**src/rtl/deserializer_pkg.sv**
```systemverilog
// Shared types and default widths for the 7-bit value stream deserializer.
package deserializer_pkg;

   localparam int unsigned DEF_VALUE_W = 7;
   localparam int unsigned DEF_WORD_W  = 32;
   localparam int unsigned DEF_CNT_W   = $clog2(DEF_WORD_W + DEF_VALUE_W);
   localparam int unsigned PAD_W       = 5;

   typedef enum logic [1:0] {
      IDLE   = 2'd0,
      ACTIVE = 2'd1,
      FLUSH  = 2'd2
   } state_t;

endpackage

```
**src/rtl/deserializer_if.sv**
```systemverilog
// Value-in / word-out handshake bundle; slave side is the deserializer.
interface deserializer_if
   import deserializer_pkg::*;
#(
   parameter int unsigned VALUE_W = DEF_VALUE_W,
   parameter int unsigned WORD_W  = DEF_WORD_W
);

   logic               valid_in;
   logic               first_value;
   logic               last_value;
   logic [VALUE_W-1:0] data_in;
   logic               ready_out;
   logic               word_valid;
   logic [WORD_W-1:0]  word_out;
   logic               first_word;
   logic               last_word;
   logic [PAD_W-1:0]   pad_bits;
   logic               packet_in_progress;
   logic               proto_err;

   modport master (
      output valid_in, first_value, last_value, data_in,
      input  ready_out, word_valid, word_out, first_word, last_word,
             pad_bits, packet_in_progress, proto_err
   );

   modport slave (
      input  valid_in, first_value, last_value, data_in,
      output ready_out, word_valid, word_out, first_word, last_word,
             pad_bits, packet_in_progress, proto_err
   );

endinterface

```
**src/rtl/deserializer_bit_packer.sv**
```systemverilog
// Left-justified bit accumulator: appends values, extracts full words,
// and produces zero-padded final words on last value or flush.
module deserializer_bit_packer
   import deserializer_pkg::*;
#(
   parameter int unsigned VALUE_W = DEF_VALUE_W,
   parameter int unsigned WORD_W  = DEF_WORD_W,
   parameter int unsigned CNT_W   = $clog2(WORD_W + VALUE_W)
) (
   input  logic               clk,
   input  logic               rst,
   input  logic               i_load,
   input  logic               i_clr,
   input  logic               i_last,
   input  logic               i_flush,
   input  logic [VALUE_W-1:0] i_value,
   output logic               o_emit,
   output logic [WORD_W-1:0]  o_word,
   output logic [PAD_W-1:0]   o_pad,
   output logic               o_overflow
);

   localparam int unsigned ACC_W = WORD_W + VALUE_W - 1;

   logic [ACC_W-1:0] r_acc;
   logic [CNT_W-1:0] r_cnt;
   logic [ACC_W-1:0] w_acc_nxt;
   logic [CNT_W-1:0] w_cnt_nxt;
   logic [ACC_W-1:0] w_base_acc;
   logic [CNT_W-1:0] w_base_cnt;
   logic [ACC_W-1:0] w_ext;
   logic [ACC_W-1:0] w_comb;
   logic [CNT_W-1:0] w_total;
   logic             w_full;

   // i_clr lets a restarting packet append onto an empty accumulator in the same cycle
   assign w_base_acc = i_clr ? '0 : r_acc;
   assign w_base_cnt = i_clr ? '0 : r_cnt;
   assign w_ext      = {i_value, {(ACC_W - VALUE_W){1'b0}}};
   assign w_comb     = w_base_acc | (w_ext >> w_base_cnt);
   assign w_total    = w_base_cnt + CNT_W'(VALUE_W);
   assign w_full     = (w_total >= CNT_W'(WORD_W));
   assign o_overflow = (w_total > CNT_W'(WORD_W));

   always_comb begin
      o_emit    = 1'b0;
      o_word    = w_comb[ACC_W-1 -: WORD_W];
      o_pad     = '0;
      w_acc_nxt = r_acc;
      w_cnt_nxt = r_cnt;
      if (i_flush) begin
         o_emit    = 1'b1;
         o_word    = r_acc[ACC_W-1 -: WORD_W];
         o_pad     = PAD_W'(CNT_W'(WORD_W) - r_cnt);
         w_acc_nxt = '0;
         w_cnt_nxt = '0;
      end else if (i_load) begin
         if (w_full) begin
            o_emit    = 1'b1;
            w_acc_nxt = {w_comb[ACC_W-WORD_W-1:0], {WORD_W{1'b0}}};
            w_cnt_nxt = w_total - CNT_W'(WORD_W);
         end else if (i_last) begin
            o_emit    = 1'b1;
            o_pad     = PAD_W'(CNT_W'(WORD_W) - w_total);
            w_acc_nxt = '0;
            w_cnt_nxt = '0;
         end else begin
            w_acc_nxt = w_comb;
            w_cnt_nxt = w_total;
         end
      end
   end

   always_ff @(posedge clk or posedge rst) begin
      if (rst) begin
         r_acc <= '0;
         r_cnt <= '0;
      end else begin
         r_acc <= w_acc_nxt;
         r_cnt <= w_cnt_nxt;
      end
   end

endmodule

```
**src/rtl/deserializer.sv**
```systemverilog
// Packet framing FSM around the bit packer: restores the word stream from
// framed 7-bit values, with first/last word markers and protocol error flag.
module deserializer
   import deserializer_pkg::*;
#(
   parameter int unsigned VALUE_W = DEF_VALUE_W,
   parameter int unsigned WORD_W  = DEF_WORD_W
) (
   input  logic           clk,
   input  logic           rst,
   deserializer_if.slave  bus
);

   localparam int unsigned CNT_W = $clog2(WORD_W + VALUE_W);

   state_t            r_state;
   state_t            w_state_nxt;
   logic              w_ready;
   logic              w_load;
   logic              w_clr;
   logic              w_flush;
   logic              w_last_in;
   logic              w_perr_set;
   logic              w_emit;
   logic              w_emit_last;
   logic              w_is_first;
   logic              w_overflow;
   logic [WORD_W-1:0] w_word;
   logic [PAD_W-1:0]  w_pad;

   logic              r_first_pend;
   logic              r_word_valid;
   logic [WORD_W-1:0] r_word;
   logic              r_first_word;
   logic              r_last_word;
   logic [PAD_W-1:0]  r_pad;
   logic              r_proto_err;

   // Kept outside the FSM block so the packer overflow flag never loops back through it
   assign w_clr = bus.first_value && (r_state != FLUSH);

   always_comb begin
      w_state_nxt = r_state;
      w_ready     = 1'b1;
      w_load      = 1'b0;
      w_flush     = 1'b0;
      w_last_in   = 1'b0;
      w_perr_set  = 1'b0;
      unique case (r_state)
         IDLE: begin
            if (bus.valid_in) begin
               if (bus.first_value) begin
                  w_load      = 1'b1;
                  w_last_in   = bus.last_value;
                  w_state_nxt = bus.last_value ? (w_overflow ? FLUSH : IDLE) : ACTIVE;
               end else begin
                  w_perr_set  = 1'b1;
               end
            end
         end
         ACTIVE: begin
            if (bus.valid_in) begin
               w_load      = 1'b1;
               w_last_in   = bus.last_value;
               w_perr_set  = bus.first_value;
               w_state_nxt = bus.last_value ? (w_overflow ? FLUSH : IDLE) : ACTIVE;
            end
         end
         FLUSH: begin
            w_ready     = 1'b0;
            w_flush     = 1'b1;
            w_state_nxt = IDLE;
         end
         default: w_state_nxt = IDLE;
      endcase
   end

   deserializer_bit_packer #(
      .VALUE_W (VALUE_W),
      .WORD_W  (WORD_W),
      .CNT_W   (CNT_W)
   ) u_packer (
      .clk        (clk),
      .rst        (rst),
      .i_load     (w_load),
      .i_clr      (w_clr),
      .i_last     (w_last_in),
      .i_flush    (w_flush),
      .i_value    (bus.data_in),
      .o_emit     (w_emit),
      .o_word     (w_word),
      .o_pad      (w_pad),
      .o_overflow (w_overflow)
   );

   assign w_emit_last = w_flush || (w_load && w_last_in && !w_overflow);
   assign w_is_first  = (w_load && bus.first_value) || r_first_pend;

   always_ff @(posedge clk or posedge rst) begin
      if (rst) begin
         r_state      <= IDLE;
         r_first_pend <= 1'b0;
         r_word_valid <= 1'b0;
         r_word       <= '0;
         r_first_word <= 1'b0;
         r_last_word  <= 1'b0;
         r_pad        <= '0;
         r_proto_err  <= 1'b0;
      end else begin
         r_state      <= w_state_nxt;
         r_first_pend <= w_is_first && !w_emit;
         r_word_valid <= w_emit;
         if (w_emit) begin
            r_word <= w_word;
         end
         r_first_word <= w_emit && w_is_first;
         r_last_word  <= w_emit && w_emit_last;
         r_pad        <= w_emit ? w_pad : '0;
         r_proto_err  <= r_proto_err || w_perr_set;
      end
   end

   assign bus.ready_out          = w_ready;
   assign bus.word_valid         = r_word_valid;
   assign bus.word_out           = r_word;
   assign bus.first_word         = r_first_word;
   assign bus.last_word          = r_last_word;
   assign bus.pad_bits           = r_pad;
   assign bus.packet_in_progress = (r_state != IDLE);
   assign bus.proto_err          = r_proto_err;

endmodule

```
**src/flat_wrapper.sv**
```systemverilog
// flat-port wrapper written by rule: the top's interface ports become plain ports
module deserializer_flat import deserializer_pkg::*;
#(
   parameter int unsigned VALUE_W = DEF_VALUE_W,
   parameter int unsigned WORD_W  = DEF_WORD_W
)
  (clk, rst, bus_valid_in, bus_first_value, bus_last_value, bus_data_in, bus_ready_out, bus_word_valid, bus_word_out, bus_first_word, bus_last_word, bus_pad_bits, bus_packet_in_progress, bus_proto_err);
  deserializer_if #(.VALUE_W(VALUE_W), .WORD_W(WORD_W)) bus_i ();
  input  logic clk;
  input  logic rst;
  input wire logic [$bits(bus_i.valid_in)-1:0] bus_valid_in;
  input wire logic [$bits(bus_i.first_value)-1:0] bus_first_value;
  input wire logic [$bits(bus_i.last_value)-1:0] bus_last_value;
  input wire logic [$bits(bus_i.data_in)-1:0] bus_data_in;
  output wire logic [$bits(bus_i.ready_out)-1:0] bus_ready_out;
  output wire logic [$bits(bus_i.word_valid)-1:0] bus_word_valid;
  output wire logic [$bits(bus_i.word_out)-1:0] bus_word_out;
  output wire logic [$bits(bus_i.first_word)-1:0] bus_first_word;
  output wire logic [$bits(bus_i.last_word)-1:0] bus_last_word;
  output wire logic [$bits(bus_i.pad_bits)-1:0] bus_pad_bits;
  output wire logic [$bits(bus_i.packet_in_progress)-1:0] bus_packet_in_progress;
  output wire logic [$bits(bus_i.proto_err)-1:0] bus_proto_err;
  assign bus_i.valid_in = bus_valid_in;
  assign bus_i.first_value = bus_first_value;
  assign bus_i.last_value = bus_last_value;
  assign bus_i.data_in = bus_data_in;
  assign bus_ready_out = bus_i.ready_out;
  assign bus_word_valid = bus_i.word_valid;
  assign bus_word_out = bus_i.word_out;
  assign bus_first_word = bus_i.first_word;
  assign bus_last_word = bus_i.last_word;
  assign bus_pad_bits = bus_i.pad_bits;
  assign bus_packet_in_progress = bus_i.packet_in_progress;
  assign bus_proto_err = bus_i.proto_err;
  deserializer #(.VALUE_W(VALUE_W), .WORD_W(WORD_W)) u_core (.clk(clk), .rst(rst), .bus(bus_i));
endmodule
```
**config.mk**
```make
export PLATFORM = sky130hd
export DESIGN_NAME = deserializer_flat
export DESIGN_NICKNAME = d
export VERILOG_FILES = /design/src/rtl/deserializer_pkg.sv /design/src/rtl/deserializer_if.sv /design/src/rtl/deserializer_bit_packer.sv /design/src/rtl/deserializer.sv /design/src/flat_wrapper.sv
export SDC_FILE = /design/constraint.sdc
export NUM_CORES = 1
export LEC_CHECK = 0
export ABC_AREA = 1
export ABC_CLOCK_PERIOD_IN_PS = 8450
export BUFFER_PORTS_ARGS = -buffer_cell sky130_fd_sc_hd__buf_2
export CORE_UTILIZATION = 40
export DETAILED_ROUTE_END_ITERATION = 12
export MAX_ROUTING_LAYER = met4
export PLACE_DENSITY = 0.65
export SYNTH_ARGS = -nofsm -noshare
export SYNTH_HDL_FRONTEND = slang
export SYNTH_HIERARCHICAL = 1
export SYNTH_SLANG_ARGS = --single-unit
```
**constraint.sdc**
```tcl
create_clock -name clk -period 8.45 [get_ports clk]
set_input_delay 1.69 -clock clk [delete_from_list [all_inputs] [get_ports clk]]
set_output_delay 1.69 -clock clk [all_outputs]
set_load 0.01 [all_outputs]
```
# Word level (Yosys, flattened, before mapping)
# Cells that the tools add are included.
totals:
  reg_bits: 88
  inputBits: 12
  wordCells: 80
op_classes:
  add_sub_neg: 4
  order_cmp: 2
  eq_ne: 6
  shift: 1
  muxes: 40
  bitwise: 1
  n_reduce_logical: 16
op_table:
  columns: ["cell", "count"]
  rows:
  - ["2-to-1 mux 38 bit", 5]
  - ["bitwise OR 38 bit", 1]
  - ["right shift 38 x 6 -> 38 bit", 1]
  - ["2-to-1 mux 32 bit", 1]
  - ["2-to-1 mux 6 bit", 5]
  - ["2-to-1 mux 5 bit", 5]
  - ["2-to-1 mux 1 bit", 15]
  - ["2-to-1 mux 2 bit", 5]
  - ["subtractor 1 x 5 -> 5 bit (first input constant)", 2]
  - ["inequality test 2 bit (second input constant)", 4]
  - ["logical AND 1 bit", 7]
  - ["adder 6 x 3 -> 6 bit (second input constant)", 1]
  - ["greater-or-equal comparator 6 bit (second input constant)", 1]
  - ["> comparator 6 bit (second input constant)", 1]
  - ["case mux 1 bit (2 select lines)", 3]
  - ["subtractor 6 bit (second input constant)", 1]
  - ["case mux 2 bit (2 select lines)", 1]
  - ["nonzero test 2 bit", 2]
  - ["logical OR 1 bit", 3]
  - ["AND reduction 3 bit", 1]
  - ["== test 2 x 1 -> 1 bit (second input constant)", 1]
  - ["== test 2 bit (second input constant)", 1]
  - ["zero test 1 bit", 2]
  - ["zero test 2 bit", 1]

# Depth between registers and ports, before layout
depth:
  ltp_word: 10
  mapped_depth: 20

# Modules after synthesis
# The synthesis kept the hierarchy.
modules_own_cells:
  columns: ["mod", "instances", "cells_per_inst", "area_per_inst_um2", "seq_area_each_um2"]
  rows:
  - ["deserializer_bit_packer", 1, 585, 3498.4, 1101.1]
  - ["deserializer", 1, 190, 1691.6, 1101.1]

# Worst setup path after synthesis
# Ideal clock, no wire load.
synth_path:
  path_kind: "input-to-reg"
  start: "input port bus_first_value"
  end: "register u_core.r_word[12] (netlist: u_core/bus.word_out[12])"
  t_arrival_ps: 4201
  path_slack_ps: 4184
  path_stages: 18
  cell_sequence: "inv_1 > nor2_1 > inv_2 > buf_2 > buf_1 > buf_2 > nand2_1 > ha_1 > o21ai_1 > nand3_1 > nand2_1 > buf_2 > nor2_1 > o21ai_0 > buf_4 > buf_6 > nand2_1 > nand2_1"
synth_between:
  elab_chain_cells: 7
  word_cells_on_any_way: 18
synth_lines:
  columns: ["item", "line", "source"]
  rows:
  - ["start: declaration", "flat_wrapper.sv:12", "input wire logic [$bits(bus_i.first_value)-1:0] bus_first_value;"]
  - ["logical AND 1 bit", "deserializer.sv:40", "assign w_clr = bus.first_value && (r_state != FLUSH);"]
  - ["net u_core.w_clr", "deserializer.sv:20", "logic w_clr;"]
  - ["2-to-1 mux 6 bit", "deserializer_bit_packer.sv:38", "assign w_base_cnt = i_clr ? '0 : r_cnt;"]
  - ["adder 6 x 3 -> 6 bit", "deserializer_bit_packer.sv:41", "assign w_total = w_base_cnt + CNT_W'(VALUE_W);"]
  - ["greater-or-equal comparator 6 bit", "deserializer_bit_packer.sv:42", "assign w_full = (w_total >= CNT_W'(WORD_W));"]
  - ["2-to-1 mux 1 bit", "deserializer_bit_packer.sv:58", "if (w_full) begin"]
  - ["2-to-1 mux 1 bit", "deserializer_bit_packer.sv:57", "end else if (i_load) begin"]
  - ["2-to-1 mux 1 bit", "deserializer_bit_packer.sv:51", "if (i_flush) begin"]
  - ["net u_core.w_emit", "deserializer.sv:24", "logic w_emit;"]
  - ["end signal: assignment", "deserializer.sv:114", "r_word <= w_word;"]
  - ["end: declaration", "deserializer.sv:33", "logic [WORD_W-1:0] r_word;"]
# The timed path passes the listed nets, and every way through them passes these cells.
# A chain may end at the register's enable or synchronous reset.

# Final worst setup path
layout_path:
  start: "input port bus_first_value"
  end: "register u_core.r_word[10] (netlist: u_core/bus.word_out[10])"
# Same word-level chain as after synthesis.

==> run metrics <==
setup repair bufs after CTS 0; synthesized flop and latch total 88; RePlAce Congestion 0.926; Root Buffer clkbuf_16; CTS Hold Bufs 0; leakage power 0.00334 uW; post-layout min period 5.59 ns; r2r endpoint u_core/bus.word_out[10]$_DFFE_PP0P_; crit path DAT 5.82 ns; Max rail drop VDD 0.000104 V; first-pass GRT wire length 23.3 mm; worst r2r src u_core/r_state[0]$_DFFE_PP0P_; cts repair resizes 0; area leader, netlist dfrtp_1; GRT Resource Usage Total 23.3%; worst stage delay on the critical path 0.53 ns; Design Area, Final 0.00588 sq mm; final net count 822; Seq/Total Area, Yosys 42.4%; worst path cell trace buf_2 > inv_1 > nor2_1 > buf_4 > inv_2 > nand2_1 > ha_1 > o21ai_1 > nand3_1 > nand2_1 > nor2_1 > o21ai_2 > buf_4 > inv_2 > nand2_1 > nand2_1; Final Skew 0.00753 ns; synthesized cell area 0.00519 sq mm; Distinct cells, synth 29; Post-DP HPWL 9.59 mm; Max Cap Viol 0; most frequent cell on the critical path nand2_1; io pins 55; drt pass-1 iters 5; Setup crit end u_core/bus.word_out[10]$_DFFE_PP0P_; Remaining DRCs 0; fraction of layout cells with a size suffix above 1 12.3%; Least-Margin Pin Slew 1.23 ns; slowest cell on the critical path inv_2; share of the synthesized area in the top cell type 42.4%; multi-input logic area 0.00256 sq mm; starting DRC count in detailed routing 525; setup TNS 0 ns; worst endpoint required time 8.68 ns; largest net degree at the start of global routing 56; Mean Syn Cell Area 6.70 sq um; WL/cell 14.5 um; min-delay worst type reg -> reg; number of diodes 0; synth cell count leaders nand2_1 (373), dfrtp_1 (88), nand3_1 (67); dominant synthesized flop cell dfrtp_1; clock latency on the worst-skew pair 0.35 ns; CP Max Fanout 40; RSZ-0062 raised after global routing false; total grt overflow 0; ys async rst share 100%; FF-to-FF path depth 17; initial antenna violation count 0; Area contributors post-synth dfrtp_1 (42%), nand2_1 (27%), nand3_1 (6.5%); die height 116 um; CP endpoint kind flop; CP Depth 16; EDFF count, synth 0; core area 0.0126 sq mm; die area 0.0134 sq mm; total routed wirelength 14.3 mm; CP Buf/Inv Count 6; CTS tree built; # H-tree levels 3; CP startpoint kind input port; flop2flop setup slack 3.30 ns; Worst slew margin 17.7%; vias in the first global route 4514; initial core utilization 41.1%; Yosys warning total 6; Placed Area 0.00553 sq mm; TritonCTS Buffers 9; most numerous cell in the Yosys netlist nand2_1; Setup Viol. Count Final 0; syn_nets 790; area grow syn2layout 13.3%; Fmax achieved 179 MHz; Final Max Tran Viols 0; beginning of the critical path bus_first_value; Final Hold Fails 0; Max Buffers Root-to-Sink 2; cell family with most CP delay buffers and inverters; status complete, no violations; Worst-path clk slew 0.06 ns; Fillers 1324; clk sinks 88; Die Width 116 um; Crit Path Class in -> reg; via count 5044; PwrDens 270 mW/mm^2; register area 0.00220 sq mm; row count 41; Port Buffers 54; via/cell ratio 5.13; ANT nets after route 0; Core Util, Final 46.6%; Tcrit/Tclk final 66.2%; Mapped Cells 775
## kinds of logic after synthesis
group | after synthesis | synth area share [%]
AO/OA/AOI/OAI | 65 | 7.11
XOR/XNOR | 3 | 0.506
adder cells (fa/ha/maj) | 3 | 0.723
buffers and inverters | 101 | 8.39
flip-flops | 88 | 42.4
AND/OR/NAND/NOR | 515 | 40.8
## sequential cells by signal, indices dropped and copies added (netlist names)
| signal | flops |
|---|---|
| u_core/bus.word_valid | 1 |
| u_core/bus.pad_bits | 5 |
| u_core/bus.proto_err | 1 |
| u_core/u_packer/r_acc | 38 |
| u_core/r_state | 2 |
| u_core/bus.last_word | 1 |
| u_core/u_packer/r_cnt | 6 |
| u_core/r_first_pend | 1 |
| u_core/bus.first_word | 1 |
| u_core/bus.word_out | 32 |
## cell usage in the layout (no fill, tap or decap), types with 2 or more instances in the layout
cell type	synthesis	layout
nand3b_1	2	2
nand3_2	2	2
o21bai_1	2	2
nand2_1	373	373
bufinv_16	0	3
nor3_1	3	3
dfrtp_1	88	88
nand4_1	20	20
a21oi_1	4	4
ha_1	3	3
nand3_1	67	67
inv_1	52	50
a31oi_1	14	14
nor2_2	5	6
xor2_1	3	3
clkbuf_16	0	9
buf_2	15	54
buf_4	4	8
nor2_1	39	38
o22ai_1	9	9
nand2_2	2	2
inv_2	8	9
o21ai_1	20	20
o21ai_0	14	13
## worst min path at each step
stage | startpoint | slack [ns] | cells after the start | end
after floorplan | u_core/u_packer/r_acc[37]$_DFFE_PP0P_ | 0.45 | 2 | u_core/u_packer/r_acc[37]$_DFFE_PP0P_
after global placement | u_core/bus.word_out[25]$_DFFE_PP0P_ | 0.45 | 2 | u_core/bus.word_out[25]$_DFFE_PP0P_
after detailed placement | u_core/bus.word_out[13]$_DFFE_PP0P_ | 0.46 | 2 | u_core/bus.word_out[13]$_DFFE_PP0P_
after CTS | u_core/bus.word_out[13]$_DFFE_PP0P_ | 0.47 | 2 | u_core/bus.word_out[13]$_DFFE_PP0P_
after global routing | u_core/bus.word_out[24]$_DFFE_PP0P_ | 0.49 | 2 | u_core/bus.word_out[24]$_DFFE_PP0P_
final | u_core/bus.word_out[15]$_DFFE_PP0P_ | 0.47 | 2 | u_core/bus.word_out[15]$_DFFE_PP0P_
## worst min-delay path, stage by stage (launching register included)
cell and delay, ns:
dfrtp_1 0.34, nand2_1 0.05, nand2_1 0.04
## cell type report
type / count / area share [%]
clock buffers: 11 / 4.13
clock inverters: 5 / 1.77
inverters: 60 / 3.83
multi-input cells: 586 / 43.5
flip-flops and latches: 88 / 37.5
well taps: 172 / 3.66
repair buffers: 62 / 5.62
## power breakdown
part           leakage, uW  switching, uW  internal (uW)
registers          0.00117           73.8            529
clock network     0.000170            167            297
logic              0.00200            350            173
total              0.00334            591            999
## per-layer routing
| metal | share of wire [%] | GRT usage, % |
|---|---|---|
| met3 | 6.1 | 3.87 |
| met1 | 49 | 32.1 |
| met5 | 0 | - |
| met2 | 44 | 34.6 |
| met4 | 1.7 | 7.86 |
## per-stage QoR
stage	hold slack [ns]	cells	setup slack (ns)	total power, uW
3_5_place_dp	0.456	968	2.56	1120
5_1_grt	0.486	984	2.55	1700
4_1_cts	0.471	984	2.90	1590
2_1_floorplan	0.449	775	4.18	961
3_3_place_gp	0.452	968	2.75	1120
6_report	0.465	984	2.86	1590
Note: power is estimated with default switching activity, not from simulation.
